### src/rtl/cv32e40p_mult_voter_ft.sv
// cv32e40p_mult_voter_ft
// This block votes on the results of three replicated MULT units for a single
// multiply and returns one result. It also drives the per-replica error pulses
// that the MULT error counters consume.
// A replica that is permanently faulty for the operator's class gets no vote.
// A replica that never returns a result is caught by a COLLECT timeout.
// Optional feature: define MULT_VOTER_STATS_EN to build a saturating counter of
// no-majority votes on vote_fail_cnt_o. Otherwise that output is tied to 0.
// Timing: error_detected_o and mult_operator_o pulse for exactly one cycle. That
// cycle is the register stage of the VOTE compare, which is also the first cycle
// of valid_o.

module cv32e40p_mult_voter_ft #(
  parameter int unsigned TIMEOUT_CYCLES = 8
) (
  input  logic             clk,
  input  logic             rst_n,
  input  logic             start_i,
  input  logic [2:0]       mult_operator_i,
  input  logic [2:0]       mult_valid_i,
  input  logic [2:0][31:0] mult_result_i,
  input  logic [2:0][3:0]  permanent_faulty_mult_i,
  input  logic             out_ready_i,
  output logic             busy_o,
  output logic             valid_o,
  output logic [31:0]      result_o,
  output logic [2:0]       error_detected_o,
  output logic [2:0]       mult_operator_o,
  output logic             no_majority_o,
  output logic             all_faulty_o,
  output logic [31:0]      vote_fail_cnt_o
);

  // cv32e40p_pkg multiplier operator encoding
  localparam logic [2:0] MUL_MAC32 = 3'b000;
  localparam logic [2:0] MUL_MSU32 = 3'b001;
  localparam logic [2:0] MUL_I     = 3'b010;
  localparam logic [2:0] MUL_IR    = 3'b011;
  localparam logic [2:0] MUL_DOT8  = 3'b100;
  localparam logic [2:0] MUL_DOT16 = 3'b101;
  localparam logic [2:0] MUL_H     = 3'b110;

  // Last COLLECT cycle index: counter value seen on the timeout cycle
  localparam logic [7:0] CNT_LAST = 8'(TIMEOUT_CYCLES - 1);

  typedef enum logic [1:0] {
    IDLE    = 2'd0,
    COLLECT = 2'd1,
    VOTE    = 2'd2,
    DONE    = 2'd3
  } state_e;

  state_e state_q, state_d;

  logic [2:0]       op_q;
  logic [2:0]       elig_q;
  logic [2:0]       cap_q;
  logic [2:0][31:0] res_q;
  logic [7:0]       cnt_q;

  logic [31:0] result_q;
  logic [2:0]  err_q;
  logic [2:0]  op_out_q;
  logic        nomaj_q;
  logic        allf_q;

  logic [1:0]  op_class;
  logic        excl_en;
  logic [2:0]  elig_in;
  logic [2:0]  new_cap;
  logic        cap_all;
  logic        cnt_hit;

  logic [2:0]  voters;
  logic [31:0] vote_res;
  logic [2:0]  vote_err;
  logic        vote_nomaj;
  logic        eq01, eq02, eq12;

  // Map the issued operator to its fault class; unknown operators are never excluded
  always_comb begin
    // NOTE: every always_comb output gets a default first so no path can infer a latch.
    op_class = 2'd1;
    excl_en  = 1'b1;
    case (mult_operator_i)
      MUL_MAC32, MUL_MSU32:  op_class = 2'd0;
      MUL_I, MUL_IR, MUL_H:  op_class = 2'd1;
      MUL_DOT8:              op_class = 2'd2;
      MUL_DOT16:             op_class = 2'd3;
      default: begin
        op_class = 2'd1;
        excl_en  = 1'b0;
      end
    endcase
  end

  assign elig_in[0] = ~(excl_en & permanent_faulty_mult_i[0][op_class]);
  assign elig_in[1] = ~(excl_en & permanent_faulty_mult_i[1][op_class]);
  assign elig_in[2] = ~(excl_en & permanent_faulty_mult_i[2][op_class]);

  // First strobe of each eligible replica wins; later strobes are ignored
  assign new_cap = mult_valid_i & elig_q & ~cap_q;
  assign cap_all = ((cap_q | new_cap) == elig_q);
  assign cnt_hit = (cnt_q == CNT_LAST);

  // State register
  always_ff @(posedge clk) begin
    // NOTE: sequential state uses non-blocking assignments so every flop samples pre-edge values.
    if (!rst_n) state_q <= IDLE;
    else        state_q <= state_d;
  end

  // Next-state logic
  always_comb begin
    state_d = state_q;
    case (state_q)
      IDLE: begin
        if (start_i) state_d = (elig_in == 3'b000) ? DONE : COLLECT;
      end
      COLLECT: begin
        if (cap_all || cnt_hit) state_d = VOTE;
      end
      VOTE: state_d = DONE;
      DONE: begin
        if (out_ready_i) state_d = IDLE;
      end
      default: state_d = IDLE;
    endcase
  end

  // Majority compare over the captured eligible replicas, plus missing-replica errors
  always_comb begin
    voters     = cap_q & elig_q;
    eq01       = (res_q[0] == res_q[1]);
    eq02       = (res_q[0] == res_q[2]);
    eq12       = (res_q[1] == res_q[2]);
    vote_res   = '0;
    vote_err   = 3'b000;
    vote_nomaj = 1'b0;
    case (voters)
      3'b111: begin
        if (eq01 && eq02) begin
          vote_res = res_q[0];
        end else if (eq01) begin
          vote_res = res_q[0];
          vote_err = 3'b100;
        end else if (eq02) begin
          vote_res = res_q[0];
          vote_err = 3'b010;
        end else if (eq12) begin
          vote_res = res_q[1];
          vote_err = 3'b001;
        end else begin
          vote_res   = res_q[0];
          vote_err   = 3'b111;
          vote_nomaj = 1'b1;
        end
      end
      3'b011: begin
        vote_res = res_q[0];
        if (!eq01) begin
          vote_err   = 3'b011;
          vote_nomaj = 1'b1;
        end
      end
      3'b101: begin
        vote_res = res_q[0];
        if (!eq02) begin
          vote_err   = 3'b101;
          vote_nomaj = 1'b1;
        end
      end
      3'b110: begin
        vote_res = res_q[1];
        if (!eq12) begin
          vote_err   = 3'b110;
          vote_nomaj = 1'b1;
        end
      end
      3'b001:  vote_res = res_q[0];
      3'b010:  vote_res = res_q[1];
      3'b100:  vote_res = res_q[2];
      default: vote_nomaj = 1'b1;
    endcase
    vote_err = vote_err | (elig_q & ~cap_q);
  end

  // Operation context, replica capture and registered vote outputs
  always_ff @(posedge clk) begin
    if (!rst_n) begin
      // NOTE: the capture registers are reset as well, so a reset in mid-operation leaves no stale capture.
      op_q     <= MUL_MAC32;
      elig_q   <= 3'b000;
      cap_q    <= 3'b000;
      res_q    <= '0;
      cnt_q    <= '0;
      result_q <= '0;
      err_q    <= 3'b000;
      op_out_q <= MUL_MAC32;
      nomaj_q  <= 1'b0;
      allf_q   <= 1'b0;
    end else begin
      err_q    <= 3'b000;
      op_out_q <= MUL_MAC32;
      case (state_q)
        IDLE: begin
          if (start_i) begin
            op_q   <= mult_operator_i;
            elig_q <= elig_in;
            cap_q  <= 3'b000;
            cnt_q  <= '0;
            if (elig_in == 3'b000) begin
              result_q <= mult_result_i[0];
              allf_q   <= 1'b1;
              nomaj_q  <= 1'b0;
            end
          end
        end
        COLLECT: begin
          cap_q <= cap_q | new_cap;
          cnt_q <= cnt_q + 8'd1;
          for (int r = 0; r < 3; r++) begin
            if (new_cap[r]) res_q[r] <= mult_result_i[r];
          end
        end
        VOTE: begin
          result_q <= vote_res;
          nomaj_q  <= vote_nomaj;
          allf_q   <= 1'b0;
          err_q    <= vote_err;
          op_out_q <= op_q;
        end
        DONE: begin
          if (out_ready_i) begin
            result_q <= '0;
            nomaj_q  <= 1'b0;
            allf_q   <= 1'b0;
          end
        end
        default: ;
      endcase
    end
  end

`ifdef MULT_VOTER_STATS_EN
  logic [31:0] fail_cnt_q;

  // Saturating count of no-majority votes
  always_ff @(posedge clk) begin
    if (!rst_n) begin
      fail_cnt_q <= '0;
    end else if ((state_q == VOTE) && vote_nomaj && (fail_cnt_q != 32'hFFFF_FFFF)) begin
      fail_cnt_q <= fail_cnt_q + 32'd1;
    end
  end

  assign vote_fail_cnt_o = fail_cnt_q;
`else
  assign vote_fail_cnt_o = '0;
`endif

  assign busy_o           = (state_q != IDLE);
  assign valid_o          = (state_q == DONE);
  assign result_o         = result_q;
  assign error_detected_o = err_q;
  assign mult_operator_o  = op_out_q;
  assign no_majority_o    = nomaj_q;
  assign all_faulty_o     = allf_q;

endmodule

### config.mk
export PLATFORM = sky130hd
export DESIGN_NAME = cv32e40p_mult_voter_ft
export DESIGN_NICKNAME = d
export VERILOG_FILES = /design/src/rtl/cv32e40p_mult_voter_ft.sv
export SDC_FILE = /design/constraint.sdc
export NUM_CORES = 1
export LEC_CHECK = 0
export ABC_AREA = 1
export CORE_UTILIZATION = 53
export CTS_BUF_LIST = sky130_fd_sc_hd__clkbuf_4 sky130_fd_sc_hd__clkbuf_8
export CTS_CLUSTER_SIZE = 30
export DETAILED_ROUTE_END_ITERATION = 16
export GPL_ROUTABILITY_DRIVEN = 0
export PLACE_DENSITY = 0.83
export SLEW_MARGIN = 20
export SYNTH_ARGS = -nofsm -noshare
export SYNTH_HDL_FRONTEND = slang
export SYNTH_SLANG_ARGS = --single-unit
### constraint.sdc
create_clock -name clk -period 2.2 [get_ports clk]
set_input_delay 0.44 -clock clk [delete_from_list [all_inputs] [get_ports clk]]
set_output_delay 0.44 -clock clk [all_outputs]
set_load 0.03 [all_outputs]
==> metrics.yaml, run 1 <==
die:
  start_util_pct: 55.1
  die_y_um: 131
  die_area_um2: 17300
  num_rows: 46
  dieWidth_um: 131
  io_pins: 192
  core-area_um2: 16100
global_route:
  grt_pass1_vias: 9335
  grt_pass1_wl_um: 45700
  antenna_found_initial: 0
  grt_overflow_total: 0
  grt_usage_pct: 33.1
  grt_max_degree: 65
sta:
  max_freq_mhz: 470
  maxSlewViolCount: 0
  slew_headroom_pct: 63.9
  post-route-min-period_ps: 2130
  fin_crit_sh_pct: 96.8
  hold_viol_final: 0
  setup_viol: 0
  skew_ps: 10.6
  max_slew.worst_pin.slew_ps: 541
  rsz0062_at_grt: "false"
critical_path:
  worst_path_largest_cell_delay_ps: 400
  cp-end-kind: "output pin"
  cp.required_ps: 1760
  worstPathMaxFanout: 4
  startpoint: "state_q[0]"
  cpMostUsedCell: "inv_1"
  arrival_ps: 1690
  worst-path-buf-inv: 3
  cp.depth: 4
  timing.rr.start: "res_q[67]"
  cp_cell_sequence: "inv_1 > ha_1 > inv_1 > dlygate4sd2_1"
  reg2regPathDepth: 13
  cp_top_family: "buffers and inverters"
  cp-start-kind: "flop"
  worst_path_max_delay_cell: "dlygate4sd2_1"
  crit_type: "flop to output pin"
route:
  vias_per_cell: 5.66
  drt_iter0_drc: 967
  num_vias: 9897
  wl_met1_um: 11500
  drt_pass1_iterations: 6
  drc: 0
  ant_nets: 0
  wire_per_inst_um: 16.5
  top_layer: "met4"
  wl_met2_um: 13200
  wirelength_um: 28900
  met3_length_um: 2680
synth:
  yosysMostFrequentCell: "nand2_1"
  synthTopCellsByCount: "325 x nand2_1, 155 x dfxtp_1, 143 x a21oi_1, 139 x inv_1, 110 x o21ai_0"
  ys_seq_elements: 155
  async_flop_share_pct: 0
  synth_top_flop_cell: "dfxtp_1"
  synth_adder_area_share_pct: 0.704
  yosys.area.top_type_share_pct: 34.9
  ys_seq_area_share_pct: 34.9
  yosys.area_share.simple_pct: 28.0
  synth_warnings: 0
  synth-xor-area-share_pct: 6.41
  synth_compound_area_share_pct: 17.9
  synth-edff-count: 0
  synth_top_family_by_area: "simple AND/OR/NAND/NOR gates"
  ys_top_cells_by_area: "dfxtp_1 35%, nand2_1 14%, a21oi_1 8.1%"
  postSynthAreaPerCell_um2: 6.56
  syn_inst: 1353
  synthesis.area_um2: 8880
  synth_top_area_cell: "dfxtp_1"
  muxShareOfSynthArea_pct: 0
  yosysUniqueCellTypes: 40
clock_tree:
  cts_buffers: 17
  cts-root-buf: "clkbuf_8"
  clock_sinks: 155
  holdBufCountCts: 0
  cts_buffer_depth: 2
  clk_pin_slew_ps: 90
  insertion_delay_ps: 480
  cts_setup_buffers: 0
  cts_tree: "done"
  cts.htree.levels: 4
pwr:
  power_density_nw_per_um2: 1070
  total_power_mw: 12.1
  p_sw_mw: 5.56
  p_clk_share_pct: 18.0
  power_frac_seq_pct: 28.9
  combPwrFrac_pct: 53.1
  ir_drop_v: 0.000878
  p_leak_nw: 4.91
  p_int_mw: 6.56
  switching_share_pct: 45.9
final_layout:
  diodes: 0
  postLayoutCoreUtil_pct: 70.4
  final_cell_count_no_fill: 1749
  fin_nets: 1644
  area_growth_pct: 27.8
  drive_gt1_share_pct: 7.57
placement:
  port_buffers: 159
  dp_hpwl_um: 20300
  place_inst: 1718
worst_hold_path:
  min_from: "mult_operator_i[2]"
  min_path_type: "input pin to flop"
  holdPathStages: 3
run_status:
  status: "finished clean"
job:
  maxCapViolCount: 0
[kinds of logic after synthesis]
kind of cell | count (synthesis)
other | 1
xor gates and xnor gates | 65
DFF | 155
buffers and inverters | 244
and+or+nand+nor | 586
adders and majority gates | 5
AOI/OAI and AO/OA | 297
[flip-flops by register name, indices dropped and copies added, names as in the netlist]
signal,flops
cap_q,3
cnt_q,8
all_faulty_o,1
no_majority_o,1
error_detected_o,3
op_q,3
state_q,2
res_q,96
result_o,32
mult_operator_o,3
elig_q,3
[through the flow]
| stage | setup TNS (ps) | worst slack [ps] | area, um^2 | hold slack (ps) |
|---|---|---|---|---|
| 4_1_cts | 0 | 62.9 | 11300 | 448 |
| 2_1_floorplan | 0 | 83.5 | 9000 | 416 |
| 3_5_place_dp | -8450 | -289 | 10900 | 435 |
| 3_3_place_gp | -5160 | -166 | 10900 | 427 |
| 5_1_grt | 0 | 3.42 | 11300 | 446 |
| 6_report | 0 | 70.7 | 11300 | 432 |
[final timing paths]
check | end | slack (ps)
worst min-delay path | op_q[2] | 430
worst max register to register | no_majority_o | 80
worst min register to register | mult_operator_o[0] | 440
worst max-delay path | busy_o | 70
[power by group through the flow]
stage | registers, mW | logic, mW | clock network (mW)
detailed placement | 3.54 | 6.21 | 0
global route | 3.54 | 6.94 | 2.30
finish | 3.50 | 6.43 | 2.18
CTS | 3.49 | 6.26 | 2.19
floorplan | 3.83 | 3.60 | 0
global placement | 3.54 | 6.06 | 0
[layout by cell type, fill, tap and decap left out, types with 3 or more instances in the layout]
cell type and n:
nand2_1 324, clkdlybuf4s50_1 155, dfxtp_1 152, a21oi_1 142, inv_1 139, o21ai_0 109
nor2_1 104, nand3_1 90, xnor2_1 64, buf_4 50, nand4_1 38, conb_1 32
clkbuf_8 19, o22ai_1 17, a221oi_1 13, buf_12 10, nor3_1 9, ha_1 5
clkinvlp_4 5, o21ai_1 4, nor2_2 4, o2111ai_1 3, nor3b_1 3, clkinv_2 3
dfxtp_2 3
[layout make-up]
class	count	area [um^2]
multi-input combinational	985	4870
inverter	142	533
fill	1357	4770
clock buffer	20	269
tap	216	270
sequential	155	3110
timing repair buffer	220	2170
clock inverter	11	121
[worst register-to-register path, delay by kind of cell (launching register included)]
| family | cells | cell delay (ps) |
|---|---|---|
| XOR/XNOR | 1 | 290 |
| buffers and inverters | 1 | 220 |
| AO/OA/AOI/OAI | 1 | 60 |
| flip-flops | 1 | 360 |
| AND/OR/NAND/NOR | 10 | 1060 |
[repair_timing]
action,in CTS,in global routing
resized for setup,2,13
setup endpoints to repair,2,32
pin swaps,0,3
[metal layers]
layer  vias to the layer above  GRT usage [%]
met1                      4503           40.5
li1                       4685              -
met2                       603           54.0
met4                         0           20.0
met5                         -              0
met3                       106           6.13
Note: power is estimated with default switching activity, not from simulation.
==> inputs of run 2 (changes only) <==
--- a/config.mk
+++ b/config.mk
@@ -6,12 +6,12 @@
 export NUM_CORES = 1
 export LEC_CHECK = 0
 export ABC_AREA = 1
-export CORE_UTILIZATION = 53
+export CORE_UTILIZATION = 57
 export CTS_BUF_LIST = sky130_fd_sc_hd__clkbuf_4 sky130_fd_sc_hd__clkbuf_8
 export CTS_CLUSTER_SIZE = 30
 export DETAILED_ROUTE_END_ITERATION = 16
 export GPL_ROUTABILITY_DRIVEN = 0
-export PLACE_DENSITY = 0.83
+export PLACE_DENSITY = 0.88
 export SLEW_MARGIN = 20
 export SYNTH_ARGS = -nofsm -noshare
 export SYNTH_HDL_FRONTEND = slang
==> constraint.sdc (replaced) <==
create_clock -name clk -period 2.5 [get_ports clk]
set_input_delay 0.625 -clock clk [delete_from_list [all_inputs] [get_ports clk]]
set_output_delay 0.625 -clock clk [all_outputs]
set_load 0.03 [all_outputs]
==> run 2 against run 1 <==
Compared with the run above: count of clock-buffer cells in the layout grew 1; final cell count down 2.7%; utilization is 3.3 points higher; non-clock buffer count down 20; clock skew increased by 3.7 ps; hold slack improved by 21 ps; setup slack improved by 12 ps; sequential power is 12% lower; wire length is 2.5% lower; critical path depth down 2; combinational power fell by 15%; first-iteration DRC count rose by 13%; critical path type unchanged.
==> metrics.yaml, run 2 (synthesis results as in run 1) <==
run_status:
  status: "finished clean"
pwr:
  ir_drop_v: 0.000706  # -20%
  p_clk_share_pct: 21.3  # +3.3 points
  switching_share_pct: 44.2  # -1.7 points
  p_sw_mw: 4.80  # -14%
  p_int_mw: 6.06  # -7.6%
  power_density_nw_per_um2: 969  # -9.3%
  p_leak_nw: 4.84  # -1.5%
  total_power_mw: 10.9  # -10%
  combPwrFrac_pct: 50.5  # -2.6 points
  power_frac_seq_pct: 28.3  # -0.6 points
critical_path:
  worst-path-buf-inv: 1  # -2
  cp_cell_sequence: "ha_1 > clkdlybuf4s50_1"
  worst_path_largest_cell_delay_ps: 710  # +310 ps
  cp.depth: 2  # -2
  cp.required_ps: 1880  # +120 ps
  arrival_ps: 1790  # +100 ps
  crit_type: "flop to output pin"
  cp-start-kind: "flop"
  ff2ff_setup_slack_ps: 240  # +160 ps
  worst_path_max_delay_cell: "clkdlybuf4s50_1"
  cp-end-kind: "output pin"
  reg2regPathDepth: 13  # unchanged
  cp_top_family: "buffers and inverters"
  worstPathMaxFanout: 4  # unchanged
global_route:
  antenna_found_initial: 0  # unchanged
  grt_overflow_total: 0  # unchanged
  grt_usage_pct: 35.2  # +2.1 points
  grt_pass1_wl_um: 44500  # -2.6%
  grt_max_degree: 64  # -1.5%
  grt_pass1_vias: 9286  # -0.52%
final_layout:
  regArea_um2: 3100  # -0.12%
  multi_input_area_um2: 4850  # -0.56%
  largest_reg_flops: 96  # unchanged
  diodes: 0  # unchanged
  stdcell_area_um2: 11200  # -1.2%
  area_growth_pct: 26.2
  fin_nets: 1624  # -1.2%
  final_cell_count_no_fill: 1702  # -2.7%
  drive_gt1_share_pct: 5.94  # -1.6 points
  final_cell_mix: "325 x nand2_1, 157 x clkdlybuf4s50_1, 155 x dfxtp_1"
  fillers: 1144  # -16%
  top_register: "res_q"
  final_common_cell: "nand2_1"
worst_hold_path:
  min_path_type: "flop to flop"
  holdPathStages: 2  # -1
route:
  drt_pass1_iterations: 8  # +2
  drt_iter0_drc: 1090  # +13%
  wire_per_inst_um: 16.5  # +0.15%
  wirelength_um: 28100  # -2.5%
  drc: 0  # unchanged
  ant_nets: 0  # unchanged
  vias_per_cell: 5.86  # +3.5%
  num_vias: 9969  # +0.73%
sta:
  setup_viol: 0  # unchanged
  post-route-min-period_ps: 2420
  rsz0062_at_grt: "false"
  slew_headroom_pct: 62.1  # -1.8 points
  skew_ps: 14.3  # +3.75 ps
  max_slew.worst_pin.slew_ps: 569  # +27.6 ps
  max_freq_mhz: 414
  hold_viol_final: 0  # unchanged
  maxSlewViolCount: 0  # unchanged
  fin_crit_sh_pct: 96.7
clock_tree:
  cts-root-buf: "clkbuf_8"
  cts_tree: "done"
  clock_sinks: 155  # unchanged
  cts_buffers: 17  # unchanged
  clk_pin_slew_ps: 80  # about the same
  cts.htree.levels: 4  # unchanged
  insertion_delay_ps: 470  # about the same
  cts_buffer_depth: 2  # unchanged
placement:
  dp_hpwl_um: 19500  # -4.1%
  place_inst: 1670  # -2.8%
  port_buffers: 159  # unchanged
  place_area_um2: 10700  # -1.8%
die:
  num_rows: 45  # -2.2%
  dieWidth_um: 127  # -3.5%
  die_y_um: 127  # -3.5%
  core-area_um2: 15200  # -5.7%
  io_pins: 192  # unchanged
  start_util_pct: 58.4  # +3.3 points
  die_area_um2: 16100  # -6.9%
job:
  maxCapViolCount: 0  # unchanged
## run 2: power by group through the flow
stage	registers, mW	logic, mW	clock network, mW
after floorplan	3.37	3.17	0
after global placement	3.10	5.17	0
after detailed placement	3.10	5.31	0
after CTS	3.06	5.36	2.31
after global routing	3.10	5.93	2.43
final	3.07	5.48	2.31
## run 2: final cells by class
type	count	share of cell area, %
Clock buffer	21	2.41
Clock inverter	11	1.93
Inverter	142	4.75
Multi-Input combinational cell	985	43.2
Sequential cell	155	27.7
Tap cell	188	2.10
Timing Repair Buffer	200	17.9
## run 2: per-layer routing
metal / vias to the layer above / GRT usage, % / wire (um)
li1: 4649 / - / -
met1: 4556 / 42.6 / 10700
met2: 659 / 58.5 / 13100
met3: 105 / 6.37 / 2740
met4: 0 / 21.4 / 1550
met5: - / 0 / 0
## run 2: final timing paths
check | startpoint | endpoint
worst min register to register | op_q[2] | mult_operator_o[2]
worst max register to register | res_q[67] | no_majority_o
worst min-delay path | op_q[2] | mult_operator_o[2]
worst max-delay path | state_q[0] | valid_o
## run 2: repair_timing
item / in CTS / in global routing
endpoints found under the setup margin: 1 / 0
buffers inserted: 0 / 0
hold endpoints to repair: 0 / 0
resized for setup: 1 / 0
hold buffers: 0 / 0
## run 2: per-stage QoR
stage / setup TNS (ps) / utilization [%] / worst slack [ps] / hold slack (ps)
after detailed placement: -3550 / 70.6 / -142 / 438
after CTS: 0 / 73.7 / 67.2 / 450
final: 0 / 73.7 / 82.4 / 453
after global placement: -166 / 70.6 / -18.0 / 427
after floorplan: 0 / - / 279 / 416
after global routing: 0 / 73.7 / 23.5 / 487
## run 2: worst min-delay path, delay by kind of cell (launching register included)
family        cells  cell delay (ps)
flops             1              300
buf+inv           1               60
simple gates      1               50
